--- config.mk ---
export PLATFORM = sky130hd
export DESIGN_NAME = vga_rx_monitor
export DESIGN_NICKNAME = d
export VERILOG_FILES = /design/src/rtl/vga_rx_monitor.sv
export SDC_FILE = /design/constraint.sdc
export NUM_CORES = 1
export LEC_CHECK = 0
export BUFFER_PORTS_ARGS = -buffer_cell sky130_fd_sc_hd__buf_2
export CORE_ASPECT_RATIO = 1.75
export CORE_UTILIZATION = 55
export DETAILED_ROUTE_END_ITERATION = 8
export PLACE_DENSITY = 0.81
export SYNTH_ARGS = -nofsm -noshare
export SYNTH_HDL_FRONTEND = slang
export SYNTH_SLANG_ARGS = --single-unit
--- constraint.sdc ---
create_clock -name clk -period 6.6 [get_ports clk]
set_input_delay 1.65 -clock clk [delete_from_list [all_inputs] [get_ports clk]]
set_output_delay 1.65 -clock clk [all_outputs]
set_load 0.02 [all_outputs]
--- src/rtl/vga_rx_monitor.sv ---
// Recovers pixel x/y and the video window from monitored VGA sync pins, checks line,
// hsync-width and frame timing, and sums active-area RGB per frame. Optional: PROBE_CAPTURE_EN.
module vga_rx_monitor #(
  parameter int H_DISPLAY = 640,
  parameter int H_FRONT   = 16,
  parameter int H_SYNC    = 96,
  parameter int H_BACK    = 48,
  parameter int V_DISPLAY = 480,
  parameter int V_FRONT   = 10,
  parameter int V_SYNC    = 2,
  parameter int V_BACK    = 33,
  parameter bit SYNC_POL  = 1'b0
) (
  input  logic        clk,
  input  logic        reset,
  input  logic        p_tick,
  input  logic        hsync,
  input  logic        vsync,
  input  logic [11:0] rgb,
  input  logic        err_clr,
  input  logic [9:0]  probe_x,
  input  logic [9:0]  probe_y,
  output logic [9:0]  x,
  output logic [9:0]  y,
  output logic        video_on,
  output logic [11:0] rgb_q,
  output logic        locked,
  output logic [2:0]  err,
  output logic [7:0]  err_cnt,
  output logic [31:0] frame_sum,
  output logic        frame_valid,
  output logic [11:0] probe_rgb
);
  localparam logic [9:0] H_MAX   = 10'(H_DISPLAY + H_FRONT + H_SYNC + H_BACK - 1);
  localparam logic [9:0] HS_LOAD = 10'(H_DISPLAY + H_FRONT);
  localparam logic [9:0] HS_PRE  = 10'(H_DISPLAY + H_FRONT - 1);
  localparam logic [9:0] HS_END  = 10'(H_DISPLAY + H_FRONT + H_SYNC);
  localparam logic [9:0] V_MAX   = 10'(V_DISPLAY + V_FRONT + V_SYNC + V_BACK - 1);
  localparam logic [9:0] VS_LOAD = 10'(V_DISPLAY + V_FRONT);
  localparam logic [9:0] VS_PRE  = 10'(V_DISPLAY + V_FRONT - 1);
  localparam logic [9:0] HD_C    = 10'(H_DISPLAY);
  localparam logic [9:0] VD_C    = 10'(V_DISPLAY);

  typedef enum logic [1:0] {SEARCH, ACQUIRE, LOCKED} state_t;

  state_t      state_q, state_d;
  logic        hs_q, hs_d, vs_q, vs_d;
  logic [11:0] rgb_d;
  logic [9:0]  hcnt_q, hcnt_d, vcnt_q, vcnt_d;
  logic [2:0]  err_q, err_d;
  logic [7:0]  err_cnt_q, err_cnt_d;
  logic [31:0] sum_q, sum_d, acc_q, acc_d;
  logic        fv_q, fv_d;

  logic       hs_act, hs_rise, hs_fall, vs_rise, hwrap, active;
  logic [9:0] hcnt_nxt, vcnt_nxt;
  logic [2:0] chk, new_err, err_base;
  logic [7:0] cnt_base;

  // Edges compare the live pin against the level captured on the previous tick.
  always_comb begin
    hs_act   = (hsync == SYNC_POL);
    hs_rise  = hs_act && (hs_q != SYNC_POL);
    hs_fall  = !hs_act && (hs_q == SYNC_POL);
    vs_rise  = (vsync == SYNC_POL) && (vs_q != SYNC_POL);
    hwrap    = (hcnt_q == H_MAX);
    hcnt_nxt = hs_rise ? HS_LOAD : (hwrap ? 10'd0 : hcnt_q + 10'd1);
    vcnt_nxt = vcnt_q;
    if (vs_rise) begin
      vcnt_nxt = VS_LOAD;
    end else if (hwrap && !hs_rise) begin
      vcnt_nxt = (vcnt_q == V_MAX) ? 10'd0 : vcnt_q + 10'd1;
    end
    chk[0]  = hs_rise && (hcnt_q != HS_PRE);
    chk[1]  = hs_fall ? (hcnt_nxt != HS_END) : (hs_act && (hcnt_nxt == HS_END));
    chk[2]  = vs_rise && (vcnt_q != VS_PRE);
    new_err = (state_q != SEARCH) ? chk : 3'b000;
    active  = (hcnt_q < HD_C) && (vcnt_q < VD_C);
  end

  always_comb begin
    state_d   = state_q;
    hs_d      = hs_q;
    vs_d      = vs_q;
    rgb_d     = rgb_q;
    hcnt_d    = hcnt_q;
    vcnt_d    = vcnt_q;
    err_d     = err_q;
    err_cnt_d = err_cnt_q;
    sum_d     = sum_q;
    acc_d     = acc_q;
    fv_d      = 1'b0;
    err_base  = err_clr ? 3'b000 : err_q;
    cnt_base  = err_clr ? 8'd0 : err_cnt_q;
    if (p_tick) begin
      hs_d      = hsync;
      vs_d      = vsync;
      rgb_d     = rgb;
      hcnt_d    = hcnt_nxt;
      vcnt_d    = vcnt_nxt;
      err_d     = err_base;
      err_cnt_d = cnt_base;
      if (new_err != 3'b000) begin
        err_d     = err_base | new_err;
        err_cnt_d = (cnt_base == 8'hFF) ? 8'hFF : cnt_base + 8'd1;
        state_d   = SEARCH;
        acc_d     = '0;
      end else begin
        case (state_q)
          SEARCH: begin
            acc_d = '0;
            if (vs_rise) state_d = ACQUIRE;
          end
          ACQUIRE, LOCKED: begin
            if (vs_rise) begin
              sum_d   = acc_q;
              fv_d    = 1'b1;
              acc_d   = '0;
              state_d = LOCKED;
            end else if (active) begin
              acc_d = acc_q + {20'd0, rgb_q};
            end
          end
          default: state_d = SEARCH;
        endcase
      end
    end
  end

  always_ff @(posedge clk or negedge reset) begin
    if (!reset) begin
      state_q   <= SEARCH;
      hs_q      <= !SYNC_POL;
      vs_q      <= !SYNC_POL;
      rgb_q     <= '0;
      hcnt_q    <= '0;
      vcnt_q    <= '0;
      err_q     <= '0;
      err_cnt_q <= '0;
      sum_q     <= '0;
      acc_q     <= '0;
      fv_q      <= 1'b0;
    end else begin
      state_q   <= state_d;
      hs_q      <= hs_d;
      vs_q      <= vs_d;
      rgb_q     <= rgb_d;
      hcnt_q    <= hcnt_d;
      vcnt_q    <= vcnt_d;
      err_q     <= err_d;
      err_cnt_q <= err_cnt_d;
      sum_q     <= sum_d;
      acc_q     <= acc_d;
      fv_q      <= fv_d;
    end
  end

  assign x           = hcnt_q;
  assign y           = vcnt_q;
  assign locked      = (state_q == LOCKED);
  assign video_on    = locked && active;
  assign err         = err_q;
  assign err_cnt     = err_cnt_q;
  assign frame_sum   = sum_q;
  assign frame_valid = fv_q;

`ifdef PROBE_CAPTURE_EN
  logic [11:0] probe_q, probe_d;

  always_comb begin
    probe_d = probe_q;
    if (p_tick && locked && (hcnt_q == probe_x) && (vcnt_q == probe_y)) probe_d = rgb_q;
  end

  always_ff @(posedge clk or negedge reset) begin
    if (!reset) probe_q <= '0;
    else        probe_q <= probe_d;
  end

  assign probe_rgb = probe_q;
`else
  logic unused_probe;
  assign unused_probe = ^{probe_x, probe_y};
  assign probe_rgb    = '0;
`endif
endmodule
==> results.yml, run 1 <==
place:
  hpwl_um: 10100
  finalWeightedCongestion: 0.871
  dpl_worst_slack_ns: 2.09
  placement.io_buffers: 95
  placed_cells: 816
  placed_area_mm2: 0.00654
power:
  power_density_mw_per_mm2: 325
  power.total_mw: 2.22
  vdd_drop_max_v: 0.000213
  p_leak_nw: 3.39
setup_path:
  required_ns: 6.83
  crit_chain: "buf_2 -> nor2b_1 -> nor3_1 -> nor4_2 -> a31oi_1 -> and3b_1 -> nand2_1 -> nor3_4 -> buf_4 -> mux2_2"
  startpoint_type: "input pin"
  rr_worst_depth: 11
  crit_family: "simple AND/OR/NAND/NOR gates"
  arrival_ns: 4.34
  critical_path_peak_fanout: 33
  worst-path-buf-inv: 2
  reg2reg_from: "x[0]"
  endpoint_kind: "register"
  r2r_end: "frame_sum[1]"
  cpMaxStageDelayCell: "and3b_1"
  critical-path-max-stage-delay_ns: 0.58
  reg2reg_setup_slack_ns: 2.62
  path_class: "in -> reg"
synthesis:
  synth_top_area_cell: "dfrtp_1"
  ys_ff_latch: 112
  avgSynthCellArea_um2: 9.82
  synth_top_area_share: 0.455
  synth-warning-count: 0
  yosys_most_used_dff: "dfrtp_1"
  async_flop_share: 1.00
  yosysUniqueCellTypes: 67
  synth_cells: 616
  synth_area_leaders: "dfrtp_1 (46%), mux2_1 (5.4%), ha_1 (3.9%)"
  synth_edf_count: 0
  yosysSeqAreaShare: 0.464
  synth_area_mm2: 0.00605
floorplanning:
  rows: 50
  start_util: 0.565
  die_y_um: 141
  dieWidth_um: 81.3
  die-area_mm2: 0.0114
  coreArea_mm2: 0.0107
  io-pin-count: 128
route:
  first_iter_violations: 336
  vias: 5030
  antenna_left: 0
  routed_wirelength_um: 14000
  vias_per_cell: 6.05
  wl_per_cell_um: 16.8
  firstDrtPassIters: 5
  drc_errors: 0
timing:
  rsz0062_at_grt: "false"
  period_needed_ns: 4.11
  fmax_mhz: 243
  setup_violations: 0
  fin_crit_sh: 0.622
  slew_violations: 0
  worst_slew_pin_slew_ns: 0.941
  fin_ws_ns: 2.49
  hold_viol: 0
  hold_ws_ns: 0.484
  finalSetupTns_ns: 0
  max_slew_margin: 0.373
  fin_skew_ns: 0.00716
layout:
  antenna_cells: 0
  design_area_mm2: 0.00683
  synthToLayoutAreaGrowth_pct: 12.9
  fillCellCount: 885
  final_core_util: 0.639
  drive_above_1_share: 0.209
  layout.cells.non_filler: 832
  layout.nets: 755
clock_network:
  numClockSinks: 112
  clk_path_buf_depth: 2
  post_cts_buffers: 0
  cts_tree: "yes"
  clock-root-buffer: "clkbuf_16"
  clk_pin_slew_worst_paths_ns: 0.07
  cts_made_buffers: 9
  ctsHtreeMaxLevel: 3
  clock_latency_ns: 0.35
  postCtsHoldBufs: 0
  postCtsResizedCells: 0
worst_hold_path:
  hold_path.class: "reg -> reg"
  min_from: "frame_sum[30]"
  hold_path_depth: 1
  hold_end: "frame_sum[30]"
global_routing:
  grt_pass1_wl_um: 23400
  antenna_found_initial: 0
  grt_usage: 0.262
  grt_pass1_vias: 4973
  grt_max_degree: 66
  grt_overflow_total: 0
run_status:
  status: "finished clean"
run:
  cap_violations: 0
routing by layer:
layer / vias up / global-route usage / wire [µm]
met1: 2472 / 0.298 / 5550
met2: 166 / 0.469 / 7400
met4: 0 / 0.111 / 461
li1: 2356 / - / -
met5: - / 0 / 0
met3: 36 / 0.0401 / 584
worst reg2reg max path, delay by kind of cell (launching register included):
| kind | cells | cell delay, ns |
|---|---|---|
| compound gates | 1 | 0.15 |
| flops | 1 | 0.52 |
| mux | 1 | 0.40 |
| xor+xnor | 1 | 0.19 |
| buf+inv | 1 | 0.41 |
| fa+ha+maj | 1 | 0.32 |
| simple gates | 6 | 1.88 |
flip-flops by register name, indices dropped and copies added (netlist names), 2 cells and up:
name       cells
acc_q         32
frame_sum     32
rgb_q         12
x             10
y             10
err_cnt        8
err            3
state_q        2
synthesized netlist by cell type, types with 2 or more instances:
cell type / instances
a221o_1: 2
ha_1: 19
nand3_1: 22
o311a_1: 2
xor2_1: 3
or2_2: 5
nand4_1: 11
nor4_1: 3
nand2b_1: 7
nor2b_1: 6
a41oi_1: 3
nand3b_1: 2
a22oi_1: 2
a22o_1: 2
and2_1: 3
nor3_1: 11
buf_1: 2
a21oi_1: 38
xnor2_1: 8
and3_1: 13
a211oi_1: 4
buf_6: 3
o2bb2ai_1: 2
nor2_1: 35
o21ai_0: 40
a31oi_1: 20
buf_2: 7
inv_1: 25
nand2_1: 62
and4_1: 3
clkbuf_1: 18
o31ai_1: 16
mux2_2: 17
dfstp_2: 2
mux2_1: 29
o21bai_1: 6
mux2i_1: 3
a21o_1: 10
dfrtp_1: 110
buf_4: 13
where the power goes:
| group | switching, mW | internal, mW | total [mW] |
|---|---|---|---|
| clock | 0.254 | 0.295 | 0.550 |
| combinational | 0.500 | 0.279 | 0.779 |
| sequential | 0.101 | 0.794 | 0.895 |
worst max path at each step:
stage                     startpoint           end  slack [ns]  depth (start not counted)
after floorplan               p_tick     acc_q[14]        2.89                          7
after global routing           hsync      acc_q[3]        2.27                          9
final                          hsync  frame_sum[1]        2.49                         10
after detailed placement       hsync  frame_sum[0]        2.09                         10
after CTS                      hsync  frame_sum[1]        2.45                         10
after global placement         hsync  frame_sum[1]        2.20                         10
layout make-up:
cell class / count / area, µm² / share of cell area
clock inverters: 5 / 56.3 / 0.00824
inverters: 26 / 97.6 / 0.0143
clock buffers: 11 / 233 / 0.0341
multi-input cells: 446 / 2950 / 0.431
repair buffers: 102 / 531 / 0.0777
flip-flops and latches: 112 / 2810 / 0.411
well taps: 130 / 163 / 0.0238
cells in the final DEF, fill, tap and decap left out, types with 4 or more instances in the layout:
cell         n
inv_1       25
nor2b_1      6
nor3_1      11
nand2_1     62
a211oi_1     4
dfrtp_1    110
o21ai_0     40
a31oi_1     20
buf_4        8
ha_1        19
nor2_1      35
conb_1      12
a21o_1      10
mux2_2      17
and3_1      13
a21oi_1     38
buf_2       94
nand2b_1     7
mux2_1      29
o21bai_1     6
xnor2_1      8
or2_2        5
clkbuf_16    9
o31ai_1     16
nand3_1     22
nand4_1     11
kinds of logic (layout without fill, tap and decap cells):
logic type,Yosys count,count (layout),synth area share
AND/OR/NAND/NOR,193,193,0.160
AO/OA/AOI/OAI,161,161,0.170
flip-flops,112,112,0.464
buffers and inverters,69,144,0.0560
multiplexers,49,49,0.0906
adder cells (fa/ha/maj),20,20,0.0426
XOR/XNOR,11,11,0.0159
other,1,12,0.000620
No activity file was read; power rests on OpenSTA's default activity.
==> inputs of run 2 (changes only) <==
Clock period 6.6 ns to 4.3 ns, I/O delays scaled along.
==> results.yml, run 2 (synthesis gave the netlist of run 1 again) <==
global_routing:
  grt_overflow_total: 0
  grt_pass1_wl_um: 23600
  grt_pass1_vias: 5000
  antenna_found_initial: 0
  grt_max_degree: 113
  grt_usage: 0.264
route:
  vias_per_cell: 6.12
  vias: 5110
  first_iter_violations: 268
  firstDrtPassIters: 5
  drc_errors: 0
  wl_per_cell_um: 16.8
  antenna_left: 0
  routed_wirelength_um: 14100
setup_path:
  arrival_ns: 4.00
  endpoint_kind: "register"
  path_class: "reg -> reg"
  critical_path_peak_fanout: 33
  crit_family: "simple AND/OR/NAND/NOR gates"
  startpoint_type: "register"
  required_ns: 4.54
  worst-path-buf-inv: 1
  crit_chain: "ha_1 -> and4_1 -> nand4_1 -> xnor2_1 -> nor4_2 -> a31oi_1 -> and3b_1 -> nand2_1 -> nor3_4 -> buf_12 -> mux2_1"
  cpMaxStageDelayCell: "and3b_1"
  critical-path-max-stage-delay_ns: 0.57
floorplanning:
  coreArea_mm2: 0.0107
  rows: 50
  start_util: 0.565
  die_y_um: 141
  dieWidth_um: 81.3
  die-area_mm2: 0.0114
  io-pin-count: 128
place:
  hpwl_um: 10000
  placement.io_buffers: 95
  placed_area_mm2: 0.00659
  finalWeightedCongestion: 0.875
clock_network:
  clk_pin_slew_worst_paths_ns: 0.07
  postCtsHoldBufs: 0
  numClockSinks: 112
  clk_path_buf_depth: 2
  postCtsResizedCells: 0
  clock_latency_ns: 0.36
  clock-root-buffer: "clkbuf_16"
  cts_tree: "yes"
  post_cts_buffers: 0
  cts_made_buffers: 9
  ctsHtreeMaxLevel: 3
timing:
  fin_skew_ns: 0.00830
  max_slew_margin: 0.516
  setup_violations: 0
  fin_crit_sh: 0.875
  worst_slew_pin_slew_ns: 0.722
  hold_ws_ns: 0.478
  fmax_mhz: 266
  hold_viol: 0
  period_needed_ns: 3.76
  slew_violations: 0
  finalSetupTns_ns: 0
  rsz0062_at_grt: "false"
power:
  power_density_mw_per_mm2: 501
  p_leak_nw: 3.42
  vdd_drop_max_v: 0.000311
  power.total_mw: 3.45
layout:
  design_area_mm2: 0.00689
  final_cell_mix: "dfrtp_1 (110), buf_2 (94), nand2_1 (62)"
  synthToLayoutAreaGrowth_pct: 13.9
  layout_commonest_cell: "dfrtp_1"
  layout.nets: 758
  regArea_mm2: 0.00281
  multi_input_area_mm2: 0.00295
  drive_above_1_share: 0.213
  final_core_util: 0.644
  antenna_cells: 0
  fillCellCount: 877
worst_hold_path:
  hold_path.class: "reg -> reg"
run_status:
  status: "finished clean"
run:
  cap_violations: 0
-- run 2: cell types whose count changed in the layout (fill, tap and decap cells not counted) --
| cell | previous run | this run |
|---|---|---|
| clkinvlp_4 | 1 | 0 |
| buf_12 | 0 | 2 |
| buf_4 | 8 | 9 |
| clkbuf_8 | 0 | 1 |
| clkinv_4 | 0 | 1 |
| clkinv_2 | 2 | 1 |
-- run 2: path summary, 6_finish.rpt --
kind | slack [ns] | end | from | cells past startpoint
setup / recovery | 0.54 | frame_sum[29] | x[0] | 11
hold / removal | 0.48 | frame_sum[22] | frame_sum[22] | 1
setup reg to reg | 0.54 | frame_sum[29] | x[0] | 11
hold reg to reg | 0.48 | frame_sum[22] | frame_sum[22] | 1
max in group asynchronous | 3.07 | x[4] | reset | 2
min in group asynchronous | 0.81 | acc_q[12] | reset | 2
-- run 2: layer usage --
| layer | wire length [µm] | share of wire | vias up | GRT usage |
|---|---|---|---|---|
| li1 | - | - | 2370 | - |
| met1 | 5380 | 0.38 | 2505 | 0.301 |
| met2 | 7490 | 0.53 | 191 | 0.461 |
| met3 | 645 | 0.046 | 44 | 0.0408 |
| met4 | 538 | 0.038 | 0 | 0.136 |
| met5 | 0 | 0 | - | 0 |
-- run 2: report_power, final --
part	leakage (nW)	switching [mW]	total (mW)	internal (mW)
logic	1.82	0.781	1.22	0.442
clock network	0.147	0.385	0.856	0.471
registers	1.45	0.156	1.37	1.22
-- run 2: metrics by stage --
stage,setup WS [ns],instances
2_1_floorplan,1.15,627
3_3_place_gp,0.682,819
3_5_place_dp,0.563,819
4_1_cts,0.554,835
5_1_grt,0.291,835
6_report,0.536,835
-- run 2: layout make-up --
cell class | count | share of cell area
clock inverters | 4 | 0.00763
flip-flops and latches | 112 | 0.407
multi-input cells | 446 | 0.428
clock buffers | 12 | 0.0358
inverters | 26 | 0.0142
repair buffers | 105 | 0.0839
well taps | 130 | 0.0236
